===== config.mk =====
export PLATFORM = sky130hd
export DESIGN_NAME = cim_mem_arbiter_flat
export DESIGN_NICKNAME = d
export VERILOG_FILES = /design/src/rtl/cim_pkg.sv /design/src/rtl/cim_mem_arbiter_if.sv /design/src/rtl/rr_arbiter3.sv /design/src/rtl/cim_mem_arbiter.sv /design/src/flat_wrapper.sv
export SDC_FILE = /design/constraint.sdc
export NUM_CORES = 1
export LEC_CHECK = 0
export CORE_AREA = 4 4 99 101
export DETAILED_ROUTE_END_ITERATION = 10
export DIE_AREA = 0 0 103 105
export PLACE_DENSITY = 0.71
export SLEW_MARGIN = 25
export SYNTH_ARGS = -nofsm -noshare
export SYNTH_HDL_FRONTEND = slang
export SYNTH_SLANG_ARGS = --single-unit

===== constraint.sdc =====
create_clock -name clk -period 4.9 [get_ports clk]
set_clock_uncertainty 0.1 [all_clocks]
set_input_delay 0.735 -clock clk [delete_from_list [all_inputs] [get_ports clk]]
set_output_delay 0.735 -clock clk [all_outputs]
set_load 0.02 [all_outputs]

===== src/rtl/cim_pkg.sv =====
// rtl/cim_pkg.sv - shared CIM memory types: source ids, storage sizes, memory request bundle
package cim_pkg;

  localparam int N_SRC                     = 4;
  localparam int N_STORAGE                 = 16;
  localparam int TEMP_RES_STORAGE_SIZE_CIM = 256;
  localparam int PARAMS_STORAGE_SIZE_CIM   = 512;
  // Request bundle carries the widest address so both instances share one type.
  localparam int MEM_ADDR_W = $clog2(PARAMS_STORAGE_SIZE_CIM);

  typedef enum logic [1:0] {
    BUS_FSM   = 2'd0,
    LOGIC_FSM = 2'd1,
    MAC       = 2'd2,
    LAYERNORM = 2'd3
  } src_e;

  typedef struct packed {
    logic [N_SRC-1:0]                 write_req_src;
    logic [N_SRC-1:0]                 read_req_src;
    logic [N_SRC-1:0][MEM_ADDR_W-1:0] addr_table;
    logic [N_SRC-1:0][N_STORAGE-1:0]  write_data;
  } MemAccessSignals;

endpackage


===== src/rtl/cim_mem_arbiter_if.sv =====
// rtl/cim_mem_arbiter_if.sv - per-source request/grant/read-data bundle of the CIM memory arbiter
interface cim_mem_arbiter_if #(
  parameter int ADDR_W = $clog2(cim_pkg::TEMP_RES_STORAGE_SIZE_CIM)
) ();
  import cim_pkg::*;

  logic [N_SRC-1:0]                req;
  logic [N_SRC-1:0]                we;
  logic [N_SRC-1:0]                lock;
  logic [N_SRC-1:0][ADDR_W-1:0]    addr;
  logic [N_SRC-1:0][N_STORAGE-1:0] wdata;
  logic [N_SRC-1:0]                gnt;
  logic [N_SRC-1:0]                rvalid;
  logic [N_STORAGE-1:0]            rdata;

  modport master (output req, we, lock, addr, wdata, input gnt, rvalid, rdata);
  modport slave  (input req, we, lock, addr, wdata, output gnt, rvalid, rdata);

endinterface


===== src/rtl/rr_arbiter3.sv =====
// rtl/rr_arbiter3.sv - combinational 3-way round-robin; i_ptr names the highest-priority slot
module rr_arbiter3 (
  input  logic [2:0] i_req,
  input  logic [1:0] i_ptr,
  output logic [2:0] o_gnt
);

  always_comb begin
    o_gnt = '0;
    for (int i = 0; i < 3; i++) begin
      logic [2:0] w_idx;
      w_idx = {1'b0, i_ptr} + 3'(i);
      if (w_idx >= 3'd3) w_idx = w_idx - 3'd3;
      if (o_gnt == '0 && i_req[w_idx[1:0]]) o_gnt[w_idx[1:0]] = 1'b1;
    end
  end

endmodule


===== src/rtl/cim_mem_arbiter.sv =====
// rtl/cim_mem_arbiter.sv - single-port CIM memory arbiter: BUS_FSM priority, round-robin for the
// rest, lock ownership, one-cycle read-valid pipeline and MAC write trap
module cim_mem_arbiter
  import cim_pkg::*;
#(
  parameter int ADDR_W = $clog2(TEMP_RES_STORAGE_SIZE_CIM)
) (
  input  logic                 clk,
  input  logic                 rst,
  cim_mem_arbiter_if.slave     bus,
  output MemAccessSignals      mem_access,
  input  logic [N_STORAGE-1:0] mem_rdata,
  output logic                 err_mac_write
);

  logic [N_SRC-1:0] w_elig;
  logic [N_SRC-1:0] w_gnt;
  logic [2:0]       w_rr_gnt;
  logic [1:0]       w_rr_idx;
  logic             w_owner_hold;
  logic             w_owner_vld_nxt;
  src_e             w_owner_id_nxt;
  src_e             w_rr_ptr_nxt;

  logic             r_owner_vld;
  src_e             r_owner_id;
  src_e             r_rr_ptr;
  logic [N_SRC-1:0] r_rvalid_q;
  logic             r_err_mac_write;

  // MAC is read-only: a MAC write request is never eligible.
  always_comb begin
    w_elig = bus.req;
    if (bus.we[MAC]) w_elig[MAC] = 1'b0;
  end

  assign w_owner_hold = r_owner_vld & w_elig[r_owner_id] & bus.lock[r_owner_id];
  assign w_rr_idx     = r_rr_ptr - 2'd1;

  rr_arbiter3 u_rr (
    .i_req (w_elig[N_SRC-1:1]),
    .i_ptr (w_rr_idx),
    .o_gnt (w_rr_gnt)
  );

  always_comb begin
    w_gnt = '0;
    if (w_owner_hold)         w_gnt[r_owner_id] = 1'b1;
    else if (w_elig[BUS_FSM]) w_gnt[BUS_FSM]    = 1'b1;
    else                      w_gnt             = {w_rr_gnt, 1'b0};
  end

  always_comb begin
    w_rr_ptr_nxt = r_rr_ptr;
    if (w_gnt[LOGIC_FSM]) w_rr_ptr_nxt = MAC;
    if (w_gnt[MAC])       w_rr_ptr_nxt = LAYERNORM;
    if (w_gnt[LAYERNORM]) w_rr_ptr_nxt = LOGIC_FSM;
  end

  // Ownership is re-derived from the current grant, so release happens in the same cycle.
  always_comb begin
    w_owner_vld_nxt = 1'b0;
    w_owner_id_nxt  = r_owner_id;
    for (int i = 0; i < N_SRC; i++) begin
      if (w_gnt[i] && bus.lock[i]) begin
        w_owner_vld_nxt = 1'b1;
        w_owner_id_nxt  = src_e'(2'(i));
      end
    end
  end

  always_ff @(posedge clk or posedge rst) begin
    if (rst) begin
      r_owner_vld     <= 1'b0;
      r_owner_id      <= BUS_FSM;
      r_rr_ptr        <= LOGIC_FSM;
      r_rvalid_q      <= '0;
      r_err_mac_write <= 1'b0;
    end else begin
      r_owner_vld     <= w_owner_vld_nxt;
      r_owner_id      <= w_owner_id_nxt;
      r_rr_ptr        <= w_rr_ptr_nxt;
      r_rvalid_q      <= w_gnt & ~bus.we;
      r_err_mac_write <= r_err_mac_write | (bus.req[MAC] & bus.we[MAC]);
    end
  end

  always_comb begin
    mem_access = '0;
    for (int i = 0; i < N_SRC; i++) begin
      if (w_gnt[i]) begin
        mem_access.write_req_src[i] = bus.we[i];
        mem_access.read_req_src[i]  = ~bus.we[i];
        mem_access.addr_table[i]    = MEM_ADDR_W'(bus.addr[i]);
        mem_access.write_data[i]    = bus.wdata[i];
      end
    end
  end

  assign bus.gnt       = w_gnt;
  assign bus.rvalid    = r_rvalid_q;
  assign bus.rdata     = mem_rdata;
  assign err_mac_write = r_err_mac_write;

endmodule


===== src/flat_wrapper.sv =====
// flat-port wrapper written by rule: the top's interface ports become plain ports
module cim_mem_arbiter_flat import cim_pkg::*;
#(
  parameter int ADDR_W = $clog2(TEMP_RES_STORAGE_SIZE_CIM)
)
  (clk, rst, mem_access, mem_rdata, err_mac_write, bus_req, bus_we, bus_lock, bus_addr, bus_wdata, bus_gnt, bus_rvalid, bus_rdata);
  cim_mem_arbiter_if #(.ADDR_W(ADDR_W)) bus_i ();
  input  logic clk;
  input  logic rst;
  output MemAccessSignals mem_access;
  input  logic [N_STORAGE-1:0] mem_rdata;
  output logic err_mac_write;
  input wire logic [$bits(bus_i.req)-1:0] bus_req;
  input wire logic [$bits(bus_i.we)-1:0] bus_we;
  input wire logic [$bits(bus_i.lock)-1:0] bus_lock;
  input wire logic [$bits(bus_i.addr)-1:0] bus_addr;
  input wire logic [$bits(bus_i.wdata)-1:0] bus_wdata;
  output wire logic [$bits(bus_i.gnt)-1:0] bus_gnt;
  output wire logic [$bits(bus_i.rvalid)-1:0] bus_rvalid;
  output wire logic [$bits(bus_i.rdata)-1:0] bus_rdata;
  assign bus_i.req = bus_req;
  assign bus_i.we = bus_we;
  assign bus_i.lock = bus_lock;
  assign bus_i.addr = bus_addr;
  assign bus_i.wdata = bus_wdata;
  assign bus_gnt = bus_i.gnt;
  assign bus_rvalid = bus_i.rvalid;
  assign bus_rdata = bus_i.rdata;
  cim_mem_arbiter #(.ADDR_W(ADDR_W)) u_core (.clk(clk), .rst(rst), .bus(bus_i), .mem_access(mem_access), .mem_rdata(mem_rdata), .err_mac_write(err_mac_write));
endmodule

# Yosys cells after proc, flatten, opt, wreduce, memory -nomap -nowiden
# Index checks and enable logic that the tools add are counted.
# op_classes
n_reduce_logical	14
order_cmp	11
n_mux	55
add_sub_neg	6
bitwise	12
# op_table
op	count
2-to-1 mux 16 bit	4
2-to-1 mux 8 bit	4
2-to-1 mux 1 bit	23
2-to-1 mux 2 bit	10
less-than comparator 2 x 3 -> 1 bit, second input constant	4
2-to-1 mux 3 bit	4
binary-select mux 1 bit (select 2 bit)	5
logical AND 1 bit	10
demux 1 bit (select 2 bit)	4
greater-or-equal comparator 2 x 1 -> 1 bit, second input constant	4
greater-or-equal comparator 3 x 2 -> 1 bit, second input constant	2
logical NOT 3 bit	2
OR 3 bit	2
subtractor 2 bit, second input constant	3
AND 4 bit	1
2-to-1 mux 4 bit	1
NOT 1 bit	4
NOT 4 bit	1
nonzero test 4 bit	1
adder 2 x 1 -> 3 bit, second input constant	1
adder 2 x 2 -> 3 bit, second input constant	1
AND 1 bit	3
nonzero test 3 bit	1
greater-or-equal comparator 2 bit, second input constant	1
2 further kinds	2
# word_totals
in_bits	126
ff_bits	10
output_inout_bits	133
elab_cells	103

# Longest topological paths before layout
# logic_depth
word_depth	21
ltp_mapped	11
ltp_nobuf	9

# By module
# Synthesis repeated with hierarchy kept, for this count alone.
# hier_totals
cells_unflattened	254
area_unflattened_um2	1853.0
# modules_own_cells
module	instances	cells_per_inst	area_each_um2
cim_mem_arbiter	1	200	1466.4
rr_arbiter3	1	54	386.6

# Worst setup path before layout
# No wires, ideal clock.
# synth_path
path_type	reg-to-output
startpoint	reg u_core.r_rr_ptr[0]
endpoint	out mem_access[37] (netlist name)
stages_incl_launch_ff	10
t_arrival_ns	2.724
slack_ns	1.341
required_ns	4.065
path_buffers	1
cell_sequence	dfstp_2 > inv_1 > ha_1 > xor2_2 > mux2_4 > a31oi_1 > o21ai_1 > a21boi_1 > clkbuf_1 > and2_1
# synth_rtl
item	line_no	source
start, declared	cim_mem_arbiter.sv:27	src_e r_rr_ptr;
start signal, assigned	cim_mem_arbiter.sv:82	r_rr_ptr <= w_rr_ptr_nxt;
end, declared	flat_wrapper.sv:10	output MemAccessSignals mem_access;

==> results.md <==
* Pwr Total at 1.97 mW
* Remaining DRCs at 0
* Area after DPL at 0.00403 mm^2
* Initial antenna violation count at 0
* Outcome: finished, final reports clean
* Maxcap violations at 0
* Root buf cell: clkbuf_8
* Synth cell types at 58
* Async SR Flop Fraction at 100%
* Largest family of logic cells by synthesized area: simple AND/OR/NAND/NOR gates
* Clk Latency, worst-skew pair at 0.24 ns
* Pin count of the biggest net entering global routing at 33
* IO Count at 259
* Fin Setup TNS at 0 ns
* Final Hold Fails at 0
* Critical Path AT at 3.66 ns
* Floorplan row count at 35
* Setup ws final at 0.406 ns
* Initial Util at 20.6%
* Maximum vdd drop at 206 uV
* Final WL at 9150 um
* Register area share after synthesis at 13.5%
* Global-route wire length before repair at 13800 um
* CTS H-tree lvls at 1
* Post-synthesis cell count at 250
* Worst Path Required at 4.07 ns
* CP Class: register to output pin
* Vias per cell at 4.40
* GPL Wtd Cong at 0.856
* Reg2reg start: u_core.r_rr_ptr[0]$_DFFE_PP1P_
* Yosys top cell area share at 25.5%
* N_diodes at 0
* Most frequent cells in the layout: 222 x clkdlybuf4s50_1, 76 x and2_1, 25 x and3_1, 9 x dfrtp_1
* Clock sink count at 10
* Worst min-delay path category: register to register
* Yosys top cell by area: and2_1
* Critical Path Start Type: register
* Fin area at 0.00409 mm^2
* Most common cell after layout, fill and taps aside: clkdlybuf4s50_1
* Post-cts resize count at 0
* Dpl ws at 0.397 ns
* Pins Over Slew Limit at 0
* Tcrit/Tclk final at 91.7%
* Syn-to-layout area delta at 120%
* Post-Synth Adder-Cell Area at 2.69%
* Total gr overflow at 0
* Die W at 103 um
* TritonCTS buffer count at 3
* DR WL/cell at 16.4 um
* CTS Buffer Depth at 2
* Highest Clock Rate at 222 MHz
* Most used DFF post-synth: dfrtp_1
* Post-synthesis simple-gate area fraction at 47.0%
* PortBufs at 222
* Worst Reg-to-Reg Cells at 9
* DR pass1 iterations at 4
* Min Clock Period, post-route at 4.49 ns
* Final net count at 577
* CP endpoint kind: output pin
* Hold_buf cts at 0
* CTS tree: yes
* Mux share of post-synthesis cell area at 3.76%
* Synth warn at 0
* Avg Synthesized Cell Area at 7.45 um^2
* Global Route Usage Sum at 16.0%
* DP HPWL at 7780 um
* Share of layout cells above drive strength 1 at 4.71%
* Crit. Startpoint: u_core.r_rr_ptr[0]$_DFFE_PP1P_
* # setup viols final at 0
* Reg2reg end: u_core.r_owner_vld$_DFF_PP0_
* CP Capture Point: mem_access[102]
* Die area at 0.0108 mm^2
* Die H at 105 um
* Worst-path fanout max at 29
* Core area at 0.00902 mm^2
* RSZ-0062 raised after global routing: false
* R2r setup slk at 1.73 ns
* DRT antenna net count at 0
* Synthesized flop and latch total at 10
* Setup bufs post-CTS at 0
* Vias at 2451
* Vias in the first global route at 2596
* Pwr/cell area at 481 mW/mm^2
* Clock-pin slew on the worst setup and hold paths at 0.05 ns
* Mapped Area at 0.00186 mm^2
* XOR/XNOR Fraction of Synth Area at 1.34%
* Starting DRC count in detailed routing at 95
* Synth Area in Compound Gates at 16.5%
* Top cells by area, synth: and2_1 26%, dfrtp_1 12%, and3_1 8.4%, buf_4 8.1%, ha_1 2.7%
* EDFF count, synth at 0
* Leak at 1.64 nW
## how the worst min path moves through the flow
stage,startpoint,endpoint,cells past startpoint
after floorplan,u_core.r_owner_id[1]$_DFFE_PP0P_,u_core.r_owner_id[1]$_DFFE_PP0P_,1
after global placement,u_core.err_mac_write$_DFF_PP0_,u_core.err_mac_write$_DFF_PP0_,1
after detailed placement,u_core.err_mac_write$_DFF_PP0_,u_core.err_mac_write$_DFF_PP0_,1
after CTS,u_core.err_mac_write$_DFF_PP0_,u_core.err_mac_write$_DFF_PP0_,1
after global routing,u_core.err_mac_write$_DFF_PP0_,u_core.err_mac_write$_DFF_PP0_,1
final,u_core.err_mac_write$_DFF_PP0_,u_core.err_mac_write$_DFF_PP0_,1
## report_power, final
part	switching, mW	internal, mW	leakage [nW]	total, mW
sequential	0.0393	0.116	0.121	0.156
clock	0.0345	0.0708	0.0288	0.105
combinational	0.874	0.832	1.49	1.71
total	0.947	1.02	1.64	1.97
## critical path: stages, from the launching register on
cell and delay, ns:
dfstp_2 0.62, inv_1 0.11, ha_1 0.40, xor2_2 0.30, mux2_4 0.36, a31oi_1 0.19, o21ai_1 0.12, a21boi_1 0.26
buf_12 0.20, nor2b_1 0.20, clkdlybuf4s50_1 0.66
## Yosys cell counts, types with 3 or more instances
master    number
o211ai_1       3
buf_4         20
nand2_1        7
and3_1        25
nor2_1         8
a21oi_1        4
and2_1        76
buf_2          6
a21o_1         4
buf_6          3
or3_1          3
dfrtp_1        9
inv_1          7
nand3_1        4
a221oi_1       3
mux2_2         3
ha_1           4
nor2b_1        8
clkbuf_1       7
## cell type report
class,count,area (um^2)
fill,879,4930
timing repair buffer,227,2270
multi-input combinational,197,1340
sequential,10,251
tap,111,139
clock buffer,4,55.1
inverter,8,30.0
## kinds of logic (layout without fill, tap and decap cells)
group,count (synthesis),in the layout
other,1,4
flip-flops,10,10
XOR/XNOR,2,2
AO/OA/AOI/OAI,38,38
adder cells (fa/ha/maj),4,4
buffers and inverters,46,239
multiplexers,6,6
AND/OR/NAND/NOR,143,143
## routing by layer
metal / routed length [um] / vias to the layer above / track usage (%)
met5: 0 / - / 0
met4: 40 / 0 / 1.39
met3: 652 / 2 / 4.34
met2: 4860 / 106 / 29.2
met1: 3600 / 1129 / 19.1
li1: - / 1214 / -
## metrics by stage
step                      hold slack (ns)  std cells  util [%]
after global routing                0.389        557      45.3
after floorplan                     0.448        253         -
after detailed placement            0.364        553      44.7
after CTS                           0.375        557      45.3
after global placement              0.356        553      44.7
final                               0.361        557      45.3
## registers in the layout, indices dropped and copies added (netlist names)
signal                cells
u_core.r_owner_vld        1
u_core.err_mac_write      1
u_core.r_owner_id         2
u_core.bus.rvalid         4
u_core.r_rr_ptr           2
No activity file was read; power rests on OpenSTA's default activity.
